$ cat config.mk
export PLATFORM = sky130hd
export DESIGN_NAME = mem_access_ctrl
export DESIGN_NICKNAME = d
export VERILOG_FILES = /design/src/rtl/mem_access_ctrl.sv
export SDC_FILE = /design/constraint.sdc
export NUM_CORES = 1
export LEC_CHECK = 0
export CELL_PAD_IN_SITES_DETAIL_PLACEMENT = 1
export CELL_PAD_IN_SITES_GLOBAL_PLACEMENT = 2
export CORE_MARGIN = 2
export CORE_UTILIZATION = 30
export CTS_BUF_LIST = sky130_fd_sc_hd__clkbuf_8 sky130_fd_sc_hd__clkbuf_16
export CTS_CLUSTER_SIZE = 20
export DETAILED_ROUTE_END_ITERATION = 16
export HOLD_SLACK_MARGIN = 0.06
export PLACE_DENSITY = 0.92
export REMOVE_ABC_BUFFERS = 1
export SLEW_MARGIN = 15
export SYNTH_ARGS = -nofsm -noshare
export SYNTH_HDL_FRONTEND = slang
export SYNTH_SLANG_ARGS = --single-unit
export TNS_END_PERCENT = 100
$ cat constraint.sdc
create_clock -name clk -period 2.1 [get_ports clk]
set_clock_uncertainty 0.1 [all_clocks]
set_input_delay 0.42 -clock clk [delete_from_list [all_inputs] [get_ports clk]]
set_output_delay 0.42 -clock clk [all_outputs]
set_load 0.05 [all_outputs]
$ cat src/rtl/mem_access_ctrl.sv
// mem_access_ctrl: load/store request controller for a byte-addressable 32-bit data memory.
// Sub-word stores use read-modify-write; loads return sign/zero-extended data.
module mem_access_ctrl #(
    parameter int awidth = 32,
    parameter int dwidth = 32,
    parameter logic [awidth-1:0] base_addr = 32'h01000000
) (
    input  logic              clk,
    input  logic              rst,
    input  logic              req_valid_i,
    output logic              req_ready_o,
    input  logic              req_we_i,
    input  logic [awidth-1:0] req_addr_i,
    input  logic [dwidth-1:0] req_wdata_i,
    input  logic [1:0]        req_size_i,
    input  logic              req_unsigned_i,
    output logic              resp_valid_o,
    input  logic              resp_ready_i,
    output logic [dwidth-1:0] resp_rdata_o,
    output logic              resp_err_o,
    output logic [awidth-1:0] mem_addr_o,
    output logic [dwidth-1:0] mem_data_o,
    output logic              mem_read_en_o,
    output logic              mem_write_en_o,
    input  logic [dwidth-1:0] mem_data_i
);
    typedef enum logic [1:0] {IDLE, READ, WRITE, RESP} state_t;

    state_t            state_q, state_d;
    logic              we_q, we_d, uns_q, uns_d, err_q, err_d;
    logic [awidth-1:0] addr_q, addr_d;
    logic [dwidth-1:0] wdata_q, wdata_d, word_q, word_d, rdata_q, rdata_d;
    logic [1:0]        size_q, size_d;
    logic              req_err;
    logic [4:0]        sh;
    logic [31:0]       shifted, ld_data, mask, ins, st_data;

    assign req_err = (req_size_i == 2'b11) || (req_size_i == 2'b01 && req_addr_i[0])
                  || (req_size_i == 2'b10 && req_addr_i[1:0] != 2'b00);
    assign sh      = {addr_q[1:0], 3'b000};
    assign shifted = mem_data_i >> sh;
    assign ld_data = size_q == 2'b00 ? {{24{shifted[7] & ~uns_q}}, shifted[7:0]}
                   : size_q == 2'b01 ? {{16{shifted[15] & ~uns_q}}, shifted[15:0]}
                   : mem_data_i;
    // Sub-word stores splice the new lane(s) into the word fetched during READ.
    assign mask    = (size_q == 2'b00 ? 32'h0000_00FF : 32'h0000_FFFF) << sh;
    assign ins     = (size_q == 2'b00 ? {24'h0, wdata_q[7:0]} : {16'h0, wdata_q[15:0]}) << sh;
    assign st_data = size_q == 2'b10 ? wdata_q : (word_q & ~mask) | ins;

    assign req_ready_o    = state_q == IDLE;
    assign resp_valid_o   = state_q == RESP;
    assign resp_rdata_o   = rdata_q;
    assign resp_err_o     = err_q;
    assign mem_read_en_o  = state_q == READ;
    assign mem_write_en_o = state_q == WRITE;
    assign mem_addr_o     = (state_q == READ || state_q == WRITE) ? {addr_q[awidth-1:2], 2'b00} : base_addr;
    assign mem_data_o     = state_q == WRITE ? st_data : '0;

    always_comb begin
        state_d = state_q;
        we_d    = we_q;
        uns_d   = uns_q;
        err_d   = err_q;
        addr_d  = addr_q;
        wdata_d = wdata_q;
        size_d  = size_q;
        word_d  = word_q;
        rdata_d = rdata_q;
        case (state_q)
            IDLE: if (req_valid_i) begin
                we_d    = req_we_i;
                uns_d   = req_unsigned_i;
                addr_d  = req_addr_i;
                wdata_d = req_wdata_i;
                size_d  = req_size_i;
                err_d   = req_err;
                rdata_d = '0;
                state_d = req_err ? RESP : (!req_we_i || req_size_i != 2'b10) ? READ : WRITE;
            end
            READ: begin
                word_d  = mem_data_i;
                rdata_d = we_q ? '0 : ld_data;
                state_d = we_q ? WRITE : RESP;
            end
            WRITE: state_d = RESP;
            RESP: state_d = resp_ready_i ? IDLE : RESP;
            default: state_d = IDLE;
        endcase
    end

    always_ff @(posedge clk or negedge rst) begin
        if (!rst) begin
            state_q <= IDLE;
            we_q    <= 1'b0;
            uns_q   <= 1'b0;
            err_q   <= 1'b0;
            addr_q  <= '0;
            wdata_q <= '0;
            size_q  <= '0;
            word_q  <= '0;
            rdata_q <= '0;
        end else begin
            state_q <= state_d;
            we_q    <= we_d;
            uns_q   <= uns_d;
            err_q   <= err_d;
            addr_q  <= addr_d;
            wdata_q <= wdata_d;
            size_q  <= size_d;
            word_q  <= word_d;
            rdata_q <= rdata_d;
        end
    end
endmodule

After elaboration in Yosys (flattened, before gate mapping). Index checks and enable logic that the tools add are counted.

Word-level logic and storage cells: 57. Memory bits (read-only): 0. Output and inout port bits: 101. Memories: 0. Latch bits: 0. RAM bits: 0. Input port bits: 104. Register bits after elaboration: 135.

$add $sub $neg: 0. Bitwise logic cells: 6. Multipliers: 0. Equal/unequal tests: 10. Shifts and indexed selects: 3. Multiplexer cells: 16. Divide/modulo/power cells: 0. Reductions and logical operators: 13. Order comparisons: 0.

Operators with widths (count): 32-bit two-way mux (7); 32-bit case mux with 2 select lines (1); 16-bit by 5-bit << shifter with 32-bit output (2); 32-bit bitwise AND (1); 16-bit two-way mux (2); 32-bit NOT (1); 32-bit bitwise OR (1); 32-bit by 5-bit >> shifter with 16-bit output (1); 2-bit == test, second input constant (5); 2-bit two-way mux (4); 2-bit case mux with 4 select lines (1); 2-bit by 1-bit == test with 1-bit output, second input constant (3); 2-bit zero test (2); 1-bit logical OR (4); 2-bit inequality test, second input constant (2); 2-bit AND reduction (2); 2-bit nonzero test (2); 1-bit bitwise AND (2); 1-bit logical AND (2); 1-bit zero test (1); 1-bit two-way mux (1); 1-bit NOT (1).

Depth between registers and ports, before layout. Gate-level depths: netlist of the first run.

Depth in word-level cells: 8. Mapped depth: 8. Depth with buffers taken out: 6.

Worst setup path before layout of the first run. OpenSTA, ideal clock, no wires.

Kind: register to output. Start point: register state_q[0]. End point: output mem_data_o[0]. Path slack: -0.870 ns. Buffers on the path: 1. Required time: 1.580 ns. Arrival: 2.450 ns. Cell stages (with the launch flop): 5. Path through: dfrtp_1 -> inv_1 -> ha_1 -> clkbuf_1 -> a21boi_0.

Longest elaborated chain between the ends: 2.

Ends and longest elaborated chain: start: declaration (line 29) `state_t state_q, state_d;`; start signal: assignment (line 103) `state_q <= state_d;`; 2-bit == test; net mem_write_en_o (line 24) `output logic mem_write_en_o,`; 32-bit two-way mux (line 57) `assign mem_data_o = state_q == WRITE ? st_data : '0;`; end: declaration (line 22) `output logic [dwidth-1:0] mem_data_o,`.

The timed path passes the listed nets, and every way through them passes these cells.

Worst setup path after layout of the first run.
Start point: register size_q[1]. End point: output mem_data_o[12].

Longest elaborated chain between the ends: 8. Elaborated cells on any way between the ends: 11. Classes of those cells: eq/ne: 1; shift: 2; mux: 4; bitwise: 3; reduce/logical: 1.

Ends and longest elaborated chain: start: declaration (line 33) `logic [1:0] size_q, size_d;`; start signal: assignment (line 109) `size_q <= size_d;`; 2-bit zero test (line 46, 47); 16-bit two-way mux (line 46) `assign mask = (size_q == 2'b00 ? 32'h0000_00FF : 32'h0000_FFFF) << sh;`; 16-bit by 5-bit << shifter with 32-bit output (line 46); 32-bit NOT (line 48) `assign st_data = size_q == 2'b10 ? wdata_q : (word_q & ~mask) | ins;`; 32-bit bitwise AND (line 48); 32-bit bitwise OR (line 48); 32-bit two-way mux (*) (line 48); 32-bit two-way mux (*) (line 57).

Mark *: on every way between the ends. The rest lies on a longest branch, timed or not.

==> flow_summary.json, run 1 <==
{
  "number_of_violations_reported_at_the_end_of_detailed_routing_iteration_0": 438,
  "placedInstanceArea_sq_um": 10400,
  "timing.hold.worst.class": "in -> async",
  "number_of_unique_standard_cell_types_used_by_synthesis": 49,
  "global_route.overflow_total": 0,
  "leading_area_contributor_after_synthesis": "sky130_fd_sc_hd__dfrtp_1",
  "list_of_cells_traversed_by_the_critical_path": "or2_4 > nor2_4 > buf_8 > o21ai_1 > a31oi_1 > buf_4 > buf_12",
  "cts_made_buffers": 17,
  "ys_ff_latch": 135,
  "rsz0062_at_grt": "yes",
  "worstPathArrival_ps": 2080,
  "cp.buffers_inverters": 3,
  "count_of_antenna_violating_nets_left_after_detailed_routing": 0,
  "layout_common_cells": "sky130_fd_sc_hd__dfrtp_1, sky130_fd_sc_hd__buf_4, sky130_fd_sc_hd__clkdlybuf4s50_1",
  "worstSetupStartpointType": "flip-flop",
  "die_w_um": 154,
  "synth_async_sr_flop_share_pct": 100,
  "critical-path-slowest-cell": "sky130_fd_sc_hd__dfrtp_1",
  "drive_gt1_share_pct": 51.5,
  "clk_pin_slew_worst_paths_ps": 60,
  "worst-r2r-cell-count": 7,
  "timing.final.crit_period_ps": 2600,
  "drv.max_cap_violation_count": 0,
  "clock-sinks": 135,
  "crit_family": "simple AND/OR/NAND/NOR gates",
  "power_leakage_nw": 5.21,
  "largest_net_degree_at_the_start_of_global_routing": 48,
  "post_drt_via_cell_ratio": 5.57,
  "rows": 55,
  "gp_congestion": 0.834,
  "drv_slew": 0,
  "fin_area_sq_um": 12200,
  "die_area_sq_um": 23800,
  "timing.slew.headroom_pct": 65.7,
  "dr_total_vias": 6756,
  "synth_warnings": 0,
  "tritoncts_clock_tree": "yes",
  "worstPathRequired_ps": 1580,
  "mostFrequentLayoutCell": "sky130_fd_sc_hd__dfrtp_1",
  "final_net_count": 1022,
  "core-area_sq_um": 22400,
  "timing.final.hold_violations": 0,
  "dp_slack_ps": -514,
  "drc": 0,
  "count_of_tritonroute_iterations_in_the_first_routing_pass": 4,
  "initial_antenna_violation_count": 1,
  "max_clock_freq_mhz": 385,
  "timing.setup.tns_ps": -18730,
  "critPathKind": "reg -> out",
  "postSynth.topFlopCell": "sky130_fd_sc_hd__dfrtp_1",
  "postSynthAreaPerCell_sq_um": 11.2,
  "postSynthCellCount": 608,
  "status": "complete, but fails checks",
  "setup.worst_path.end_class": "output port",
  "critical_path_depth": 7,
  "h-tree-depth": 4,
  "hpwl_mm": 19.5,
  "timing.final.crit_share_pct": 124,
  "totalPowerFinal_w": 0.0265,
  "grt_first_pass_wirelength_mm": 44.4,
  "final_cell_count_no_fill": 1213,
  "io_buffers": 202,
  "synthToLayoutAreaGrowth_pct": 79.3,
  "wire_per_inst_um": 26.3,
  "clkLatencyLatePin_ps": 430,
  "ys_seq_area_share_pct": 49.8,
  "critPathMaxFanout": 6,
  "critPathMaxStageDelay_ps": 420,
  "grt_pass1_vias": 7192,
  "die_boundary_height_um": 154,
  "p_per_area_nw_per_um2": 2180,
  "postLayoutSetupSlackWorst_ps": -497,
  "pin_slew_with_the_least_headroom_to_its_limit_ps": 517,
  "syn-cell-area_sq_um": 6780,
  "drt-total-wl_mm": 31.9,
  "top_level_ports": 205,
  "place_inst": 1138,
  "failing_checks": "negative setup slack",
  "ir_drop_uv": 1140,
  "initial_utilization_pct": 30.2,
  "yosys-top-cells-area": "sky130_fd_sc_hd__dfrtp_1, sky130_fd_sc_hd__mux2_2, sky130_fd_sc_hd__o21ai_0",
  "cts-root-to-sink-buffers": 2,
  "cts_root_buf": "sky130_fd_sc_hd__clkbuf_16",
  "synth.top_cell.area_share_pct": 49.8,
  "setup-violations-final": 62,
  "grt_usage_pct": 24.9,
  "synth-edff-count": 0
}
-- through the flow --
stage	hold WS [ps]	utilization [%]
after floorplan	24.4	-
after global placement	243	46.2
after global routing	386	54.2
after CTS	367	52.1
after detailed placement	242	46.2
final	361	54.2
-- cells in the mapped netlist (2+ instances only) --
cell type	count
sky130_fd_sc_hd__dfrtp_1	135
sky130_fd_sc_hd__mux2_2	101
sky130_fd_sc_hd__o21ai_0	64
sky130_fd_sc_hd__nand2_1	48
sky130_fd_sc_hd__and2_1	29
sky130_fd_sc_hd__clkbuf_1	23
sky130_fd_sc_hd__a221o_1	19
sky130_fd_sc_hd__a21oi_1	16
sky130_fd_sc_hd__a221oi_1	16
sky130_fd_sc_hd__nand2b_1	14
sky130_fd_sc_hd__nor2_1	14
sky130_fd_sc_hd__mux2i_1	12
sky130_fd_sc_hd__buf_2	10
sky130_fd_sc_hd__o221ai_1	10
sky130_fd_sc_hd__buf_1	9
sky130_fd_sc_hd__a21boi_0	8
sky130_fd_sc_hd__a31oi_1	8
sky130_fd_sc_hd__nor2b_1	8
sky130_fd_sc_hd__inv_1	7
sky130_fd_sc_hd__a22oi_1	6
sky130_fd_sc_hd__a2bb2oi_1	6
sky130_fd_sc_hd__buf_4	4
sky130_fd_sc_hd__ha_1	4
sky130_fd_sc_hd__nand3_1	4
sky130_fd_sc_hd__o211ai_1	4
sky130_fd_sc_hd__o2bb2ai_1	3
sky130_fd_sc_hd__a32oi_1	2
sky130_fd_sc_hd__inv_2	2
sky130_fd_sc_hd__o31ai_1	2
-- layout make-up --
type                    instances  area [sq um]
fillers                      2252         10300
repair buffers                333          3970
multi-input cells             418          3800
flip-flops and latches        135          3380
clock buffers                  22           494
well taps                     285           357
clock inverters                10           125
inverters                       9          33.8
diodes                          1          2.50
-- registers in the layout (all words and copies together) (netlist names) --
name,flops
size_q,2
wdata_q,32
word_q,32
state_q,2
resp_rdata_o,32
addr_q,32
uns_q,1
we_q,1
resp_err_o,1
-- final timing paths --
| check | from | end | slack (ps) |
|---|---|---|---|
| worst max-delay path | size_q[1] | mem_data_o[12] | -500 |
| worst min-delay path | rst | word_q[6] | 360 |
| max in group asynchronous | rst | state_q[1] | 910 |
| min in group clk | wdata_q[29] | wdata_q[29] | 400 |
| worst min register to register | wdata_q[29] | wdata_q[29] | 400 |
| worst max register to register | addr_q[0] | resp_rdata_o[9] | 40 |
-- report_power, final --
group	total (W)	switching (W)	internal (W)
Combinational	0.0183	0.00966	0.00867
Clock	0.00319	0.00119	0.00201
Sequential	0.00494	0.00109	0.00385
-- cell families (layout without fill, tap and decap cells) --
logic type	after synthesis	count (layout)	synth area share, %
simple gates	123	123	9.24
mux	113	113	18.5
buf+inv	56	374	3.62
compound gates	176	176	18.0
other cells	1	3	0.0553
fa+ha+maj	4	4	0.738
flops	135	135	49.8
-- repair_timing --
item	4_1_cts	5_1_grt
pin swaps	54	34
setup endpoints to repair	95	81
hold endpoints to repair	32	0
resized for setup	154	80
cloned	5	1
buffers inserted	16	23
hold buffers	1	0
-- metal layers --
layer / up-vias / GRT usage, % / routed length, um
met5: - / 0 / 0
met4: 0 / 8.73 / 1220
met3: 72 / 8.88 / 2750
met2: 340 / 42.9 / 16200
met1: 3484 / 28.7 / 11800
li1: 2860 / - / -
Note: power is estimated with default switching activity, not from simulation.
==> inputs of run 2 (changes only) <==
--- a/config.mk
+++ b/config.mk
@@ -7,7 +7,7 @@
 export LEC_CHECK = 0
 export CELL_PAD_IN_SITES_DETAIL_PLACEMENT = 1
 export CELL_PAD_IN_SITES_GLOBAL_PLACEMENT = 2
-export CORE_MARGIN = 2
+export CORE_MARGIN = 8
 export CORE_UTILIZATION = 30
 export CTS_BUF_LIST = sky130_fd_sc_hd__clkbuf_8 sky130_fd_sc_hd__clkbuf_16
 export CTS_CLUSTER_SIZE = 20
==> run 2 against run 1 <==
The run still ends with negative setup slack left. Largest power group unchanged. Final area increased by 3.1%. Wire length increased by 6.2%. Non-clock buffer count increased by 16. Total power increased by 3.9%. Sequential cell count unchanged. Clock power increased by 3%. Maximum frequency decreased by 1.8%. Final cell count increased by 1.2%. Largest cell class unchanged. Combinational power increased by 5%. Clock-buffer cell count decreased by 1. First-iteration DRC count decreased by 1.6%. Hold slack improved by 21 ps.
==> flow_summary.json, run 2 (synthesis results as in run 1) <==
{
  "status": "complete, but fails checks",
  "failing_checks": "negative setup slack",
  "critPathKind": "reg -> out",
  "worstPathArrival_ps": 2130,
  "final_cell_count_no_fill": 1228,
  "drive_gt1_share_pct": 52.9,
  "num_antenna_cells": 0,
  "hpwl_mm": 20.5,
  "ff_latch_area_sq_um": 3380,
  "die_w_um": 166,
  "timing.setup.tns_ps": -21180,
  "post_drt_via_cell_ratio": 5.60,
  "drt-total-wl_mm": 33.9,
  "rsz0062_at_grt": "yes",
  "list_of_cells_traversed_by_the_critical_path": "buf_6 > nor2b_4 > buf_4 > buf_6 > o21ai_0 > a21boi_1 > buf_4 > buf_12",
  "grt_first_pass_wirelength_mm": 47.3,
  "cts_made_buffers": 17,
  "worstPathRequired_ps": 1580,
  "setup-violations-final": 71,
  "clock_power_share_pct": 11.9,
  "place_inst": 1142,
  "grt_usage_pct": 22.3,
  "h-tree-depth": 4,
  "die_area_sq_um": 27700,
  "switching_power_w": 0.0124,
  "number_of_violations_reported_at_the_end_of_detailed_routing_iteration_0": 431,
  "p_per_area_nw_per_um2": 2190,
  "clock-sinks": 135,
  "drv.max_cap_violation_count": 0,
  "critPathMaxFanout": 6,
  "largest_net_degree_at_the_start_of_global_routing": 55,
  "dr_total_vias": 6874,
  "p_int_w": 0.0151,
  "tritoncts_clock_tree": "yes",
  "power_leakage_nw": 5.38,
  "count_of_antenna_violating_nets_left_after_detailed_routing": 0,
  "setup.worst_path.end_class": "output port",
  "cts-root-to-sink-buffers": 2,
  "pin_slew_with_the_least_headroom_to_its_limit_ps": 523,
  "crit_family": "buffers and inverters",
  "critPathMaxStageDelay_ps": 450,
  "final_net_count": 1038,
  "netSwitchingFraction_pct": 45.0,
  "drc": 0,
  "gp_congestion": 0.830,
  "final.fill_count": 2255,
  "io_buffers": 202,
  "postLayoutSetupSlackWorst_ps": -546,
  "timing.hold.ws_ps": 382,
  "cts_root_buf": "sky130_fd_sc_hd__clkbuf_16",
  "pwr-share-seq_pct": 18.4,
  "ir_drop_uv": 1180,
  "core-area_sq_um": 22400,
  "drv_slew": 0,
  "initial_utilization_pct": 30.2,
  "grt_pass1_vias": 7470,
  "max_clock_freq_mhz": 378,
  "clkLatencyLatePin_ps": 420,
  "layout_common_cells": "sky130_fd_sc_hd__dfrtp_1, sky130_fd_sc_hd__buf_4, sky130_fd_sc_hd__clkdlybuf4s50_1",
  "clk_pin_slew_worst_paths_ps": 60,
  "rows": 55,
  "top_level_ports": 205,
  "global_route.overflow_total": 0,
  "timing.final.hold_violations": 0,
  "die_boundary_height_um": 166,
  "count_of_tritonroute_iterations_in_the_first_routing_pass": 5,
  "mostFrequentLayoutCell": "sky130_fd_sc_hd__dfrtp_1",
  "timing.slew.headroom_pct": 65.2,
  "initial_antenna_violation_count": 2,
  "ff2ff_setup_slack_ps": -50,
  "totalPowerFinal_w": 0.0275,
  "critical-path-slowest-cell": "sky130_fd_sc_hd__dfrtp_2",
  "wire_per_inst_um": 27.6,
  "timing.final.crit_period_ps": 2650,
  "worstSetupStartpointType": "flip-flop",
  "timing.hold.worst.class": "in -> async",
  "cp.buffers_inverters": 5,
  "synthToLayoutAreaGrowth_pct": 84.9,
  "share_comb_of_total_power_pct": 69.7,
  "timing.final.crit_share_pct": 126,
  "multi_input_comb_area_sq_um": 3920
}
run 2: cell types whose count changed in the layout (fill, tap and decap cells not counted), moves of 4 or more:
cell                        before  now
sky130_fd_sc_hd__a221oi_2       12    6
sky130_fd_sc_hd__bufbuf_16       1    5
sky130_fd_sc_hd__nand2_4         2    7
sky130_fd_sc_hd__a21boi_2        3    7
sky130_fd_sc_hd__buf_6          21   30
sky130_fd_sc_hd__buf_4         109  114
sky130_fd_sc_hd__a21oi_2         5    1
sky130_fd_sc_hd__nand2_1        41   36
sky130_fd_sc_hd__a21oi_4         4    8
sky130_fd_sc_hd__a221oi_4        4    9
run 2: area by class of cell:
| class | count | area share (%) |
|---|---|---|
| Multi-Input combinational cell | 418 | 31.3 |
| Timing Repair Buffer | 349 | 33.6 |
| Inverter | 9 | 0.269 |
| Tap cell | 285 | 2.84 |
| Sequential cell | 135 | 27.0 |
| Clock buffer | 21 | 3.83 |
| Clock inverter | 11 | 1.23 |
run 2: final timing paths:
check	end	startpoint	depth (start not counted)
max in group asynchronous	size_q[0]	rst	3
worst max-delay path	mem_data_o[0]	size_q[1]	8
min in group clk	resp_rdata_o[31]	resp_rdata_o[31]	2
worst max register to register	resp_rdata_o[21]	addr_q[0]	7
worst min-delay path	word_q[4]	rst	2
worst min register to register	resp_rdata_o[31]	resp_rdata_o[31]	2
run 2: stage by stage:
step,instance area (sq um),worst slack [ps],utilization (%)
2_1_floorplan,6570,-2220,-
3_3_place_gp,10400,-377,46.5
3_5_place_dp,10400,-491,46.5
4_1_cts,12000,-427,53.3
5_1_grt,12500,-596,55.9
6_report,12500,-546,55.9
run 2: power by group through the flow:
stage                     registers, W  logic (W)  clock network (W)
after CTS                      0.00482     0.0176            0.00332
after global placement         0.00463     0.0146                  0
after floorplan                0.00531    0.00671                  0
after detailed placement       0.00472     0.0149                  0
after global routing           0.00516     0.0199            0.00343
final                          0.00506     0.0192            0.00329
run 2: per-layer routing:
layer,GRT usage [%],up-vias,part of all wire [%]
met2,37.8,353,49
met1,25.0,3553,38
li1,-,2880,-
met4,8.50,4,3.5
met3,8.51,84,9.1
met5,0,-,0.080
run 2: timing repair:
action	CTS	global route
hold endpoints to repair	35	0
pin swaps	61	41
setup endpoints to repair	97	87
resized for setup	186	87
hold buffers	1	0
buffers inserted	18	36
cloned	5	2
run 2: worst reg2reg max path, stage by stage (launching register included):
cell and delay (ps):
sky130_fd_sc_hd__dfrtp_2 470, sky130_fd_sc_hd__buf_8 180, sky130_fd_sc_hd__buf_6 140, sky130_fd_sc_hd__mux2i_2 240
sky130_fd_sc_hd__mux2i_1 140, sky130_fd_sc_hd__o211a_2 290, sky130_fd_sc_hd__buf_12 160, sky130_fd_sc_hd__a221o_1 300
==> inputs of run 3 (changes only) <==
--- a/config.mk
+++ b/config.mk
@@ -8,12 +8,13 @@
 export CELL_PAD_IN_SITES_DETAIL_PLACEMENT = 1
 export CELL_PAD_IN_SITES_GLOBAL_PLACEMENT = 2
 export CORE_MARGIN = 8
-export CORE_UTILIZATION = 30
+export CORE_UTILIZATION = 38
 export CTS_BUF_LIST = sky130_fd_sc_hd__clkbuf_8 sky130_fd_sc_hd__clkbuf_16
 export CTS_CLUSTER_SIZE = 20
 export DETAILED_ROUTE_END_ITERATION = 16
+export DONT_BUFFER_PORTS = 1
 export HOLD_SLACK_MARGIN = 0.06
-export PLACE_DENSITY = 0.92
+export PLACE_DENSITY = 0.88
 export REMOVE_ABC_BUFFERS = 1
 export SLEW_MARGIN = 15
 export SYNTH_ARGS = -nofsm -noshare
==> run 3 against run 2 <==
The run ends with negative hold slack, negative setup slack left. Sequential share of layout area is 2.9 points higher. Non-clock buffer count is 97 lower. Via count is 1.3% lower. Critical path type unchanged. Highest routed layer is now met4.
==> flow_summary.json, run 3 (synthesis results as in run 1) <==
{
  "status": "complete, but fails checks",
  "failing_checks": "negative hold slack, negative setup slack",
  "wire_per_inst_um": 33.9,
  "crit-reg2reg-launch": "addr_q[0]",
  "count_of_antenna_violating_nets_left_after_detailed_routing": 0,
  "critPathMaxStageDelay_ps": 440,
  "core-area_sq_um": 17700,
  "largest_net_degree_at_the_start_of_global_routing": 136,
  "place_inst": 908,
  "timing.final.crit_share_pct": 127,
  "clock-sinks": 135,
  "placedInstanceArea_sq_um": 8180,
  "setup.worst_path.end_class": "output port",
  "drc": 0,
  "clk_pin_slew_worst_paths_ps": 70,
  "critical-path-slowest-cell": "sky130_fd_sc_hd__dfrtp_1",
  "length_of_routed_met2_wiring_mm": 18.2,
  "top_level_ports": 205,
  "fin_area_sq_um": 11300,
  "grt_pass1_vias": 7339,
  "io_buffers": 0,
  "drv.max_cap_violation_count": 0,
  "cts-root-to-sink-buffers": 2,
  "postLayoutCoreUtil_pct": 63.8,
  "critPathKind": "reg -> out",
  "final.fill_count": 1663,
  "clkLatencyLatePin_ps": 430,
  "timing.final.crit_period_ps": 2660,
  "mostFrequentLayoutCell": "sky130_fd_sc_hd__dfrtp_1",
  "critPathMaxFanout": 6,
  "dr_total_vias": 6786,
  "die_area_sq_um": 22400,
  "timing.final.hold_violations": 135,
  "timing.slew.headroom_pct": 63.1,
  "initial_antenna_violation_count": 3,
  "worstSetupStartpointType": "flip-flop",
  "final_cell_count_no_fill": 1077,
  "worstPathRequired_ps": 1580,
  "ff2ff_setup_slack_ps": -160,
  "drt-total-wl_mm": 36.5,
  "dr.max_layer_used": "met4",
  "grt_first_pass_wirelength_mm": 48.1,
  "rows": 49,
  "number_of_violations_reported_at_the_end_of_detailed_routing_iteration_0": 611,
  "initial_utilization_pct": 38.3,
  "routed_metal_1_wirelength_mm": 13.4,
  "gp_congestion": 0.920,
  "cts_root_buf": "sky130_fd_sc_hd__clkbuf_16",
  "drive_gt1_share_pct": 50.9,
  "drv_slew": 0,
  "worst_r2r_endpoint": "resp_rdata_o[14]",
  "tritoncts_clock_tree": "yes",
  "h-tree-depth": 4,
  "die_boundary_height_um": 150,
  "die_w_um": 150,
  "hpwl_mm": 17.4,
  "synthToLayoutAreaGrowth_pct": 66.7,
  "rsz0062_at_grt": "yes",
  "post_drt_via_cell_ratio": 6.30,
  "setup-violations-final": 84,
  "met3_wirelength_mm": 3.06,
  "global_route.overflow_total": 0,
  "count_of_tritonroute_iterations_in_the_first_routing_pass": 5,
  "timing.hold.ws_ps": -423,
  "pin_slew_with_the_least_headroom_to_its_limit_ps": 553,
  "max_clock_freq_mhz": 376,
  "final_net_count": 941,
  "timing.hold.worst.class": "in -> async",
  "layout_common_cells": "sky130_fd_sc_hd__dfrtp_1, sky130_fd_sc_hd__dlygate4sd3_1, sky130_fd_sc_hd__mux2_2",
  "cts_made_buffers": 17,
  "list_of_cells_traversed_by_the_critical_path": "buf_4 > o21ai_0 > o21ai_1 > a221oi_2 > nor2_1 > buf_6",
  "worst-r2r-cell-count": 7,
  "grt_usage_pct": 28.6,
  "worstPathArrival_ps": 2140,
  "postLayoutSetupSlackWorst_ps": -558
}
-- run 3: cell types whose count changed in the layout (fill, tap and decap cells not counted), moves of 5 or more --
cell,before,now
sky130_fd_sc_hd__buf_12,77,41
sky130_fd_sc_hd__buf_6,30,39
sky130_fd_sc_hd__o21ai_1,15,10
sky130_fd_sc_hd__clkdlybuf4s50_1,102,0
sky130_fd_sc_hd__dlygate4sd2_1,9,0
sky130_fd_sc_hd__buf_8,6,12
sky130_fd_sc_hd__buf_4,114,57
sky130_fd_sc_hd__dlygate4sd3_1,1,101
-- run 3: worst max-delay path: cells and delay by family, from the launching register on --
kind                   cells  cell delay [ps]
AO/OA/AOI/OAI              3              770
buffers and inverters      2              390
AND/OR/NAND/NOR            1              110
flip-flops                 1              440
-- run 3: final cells by class --
type,instances,area (sq um),share of cell area [%]
Multi-Input combinational cell,418,4050,35.8
Sequential cell,135,3380,29.9
Timing Repair Buffer,252,2940,26.0
Clock buffer,19,453,4.01
Tap cell,229,287,2.54
Clock inverter,12,151,1.34
Inverter,9,33.8,0.299
Antenna cell,3,7.51,0.0664
-- run 3: worst max-delay path by stage --
stage | startpoint | cells after the start | end | slack (ps)
after floorplan | state_q[0] | 5 | resp_rdata_o[11] | -2220
final | size_q[0] | 6 | mem_data_o[29] | -560
after global routing | size_q[1] | 7 | mem_data_o[4] | -570
after CTS | addr_q[0] | 7 | mem_data_o[16] | -380
after detailed placement | state_q[0] | 4 | mem_addr_o[10] | -160
after global placement | addr_q[1] | 6 | mem_data_o[16] | -160
-- run 3: stage by stage --
stage,setup WS [ps],TNS (ps)
final,-558,-20510
after global routing,-573,-22670
after CTS,-384,-12320
after detailed placement,-157,-6770
after global placement,-157,-1940
after floorplan,-2220,-190960
-- run 3: repair_timing --
action                                 in CTS  in global routing
endpoints found under the hold margin     246                138
hold buffers                               98                  3
setup buffers                              18                 15
resized for setup                         222                 89
pin swaps                                  54                 25
setup endpoints to repair                  85                 85
gates cloned                                2                  0
-- run 3: routing by layer --
layer	global-route usage [%]	vias to the layer above
met5	0	-
met4	13.6	0
met3	8.65	139
met1	32.2	3499
met2	48.6	450
li1	-	2698
Power of run 3 is not shown: default switching activity piles up to over one toggle a cycle in this logic, so the estimate is an artifact.
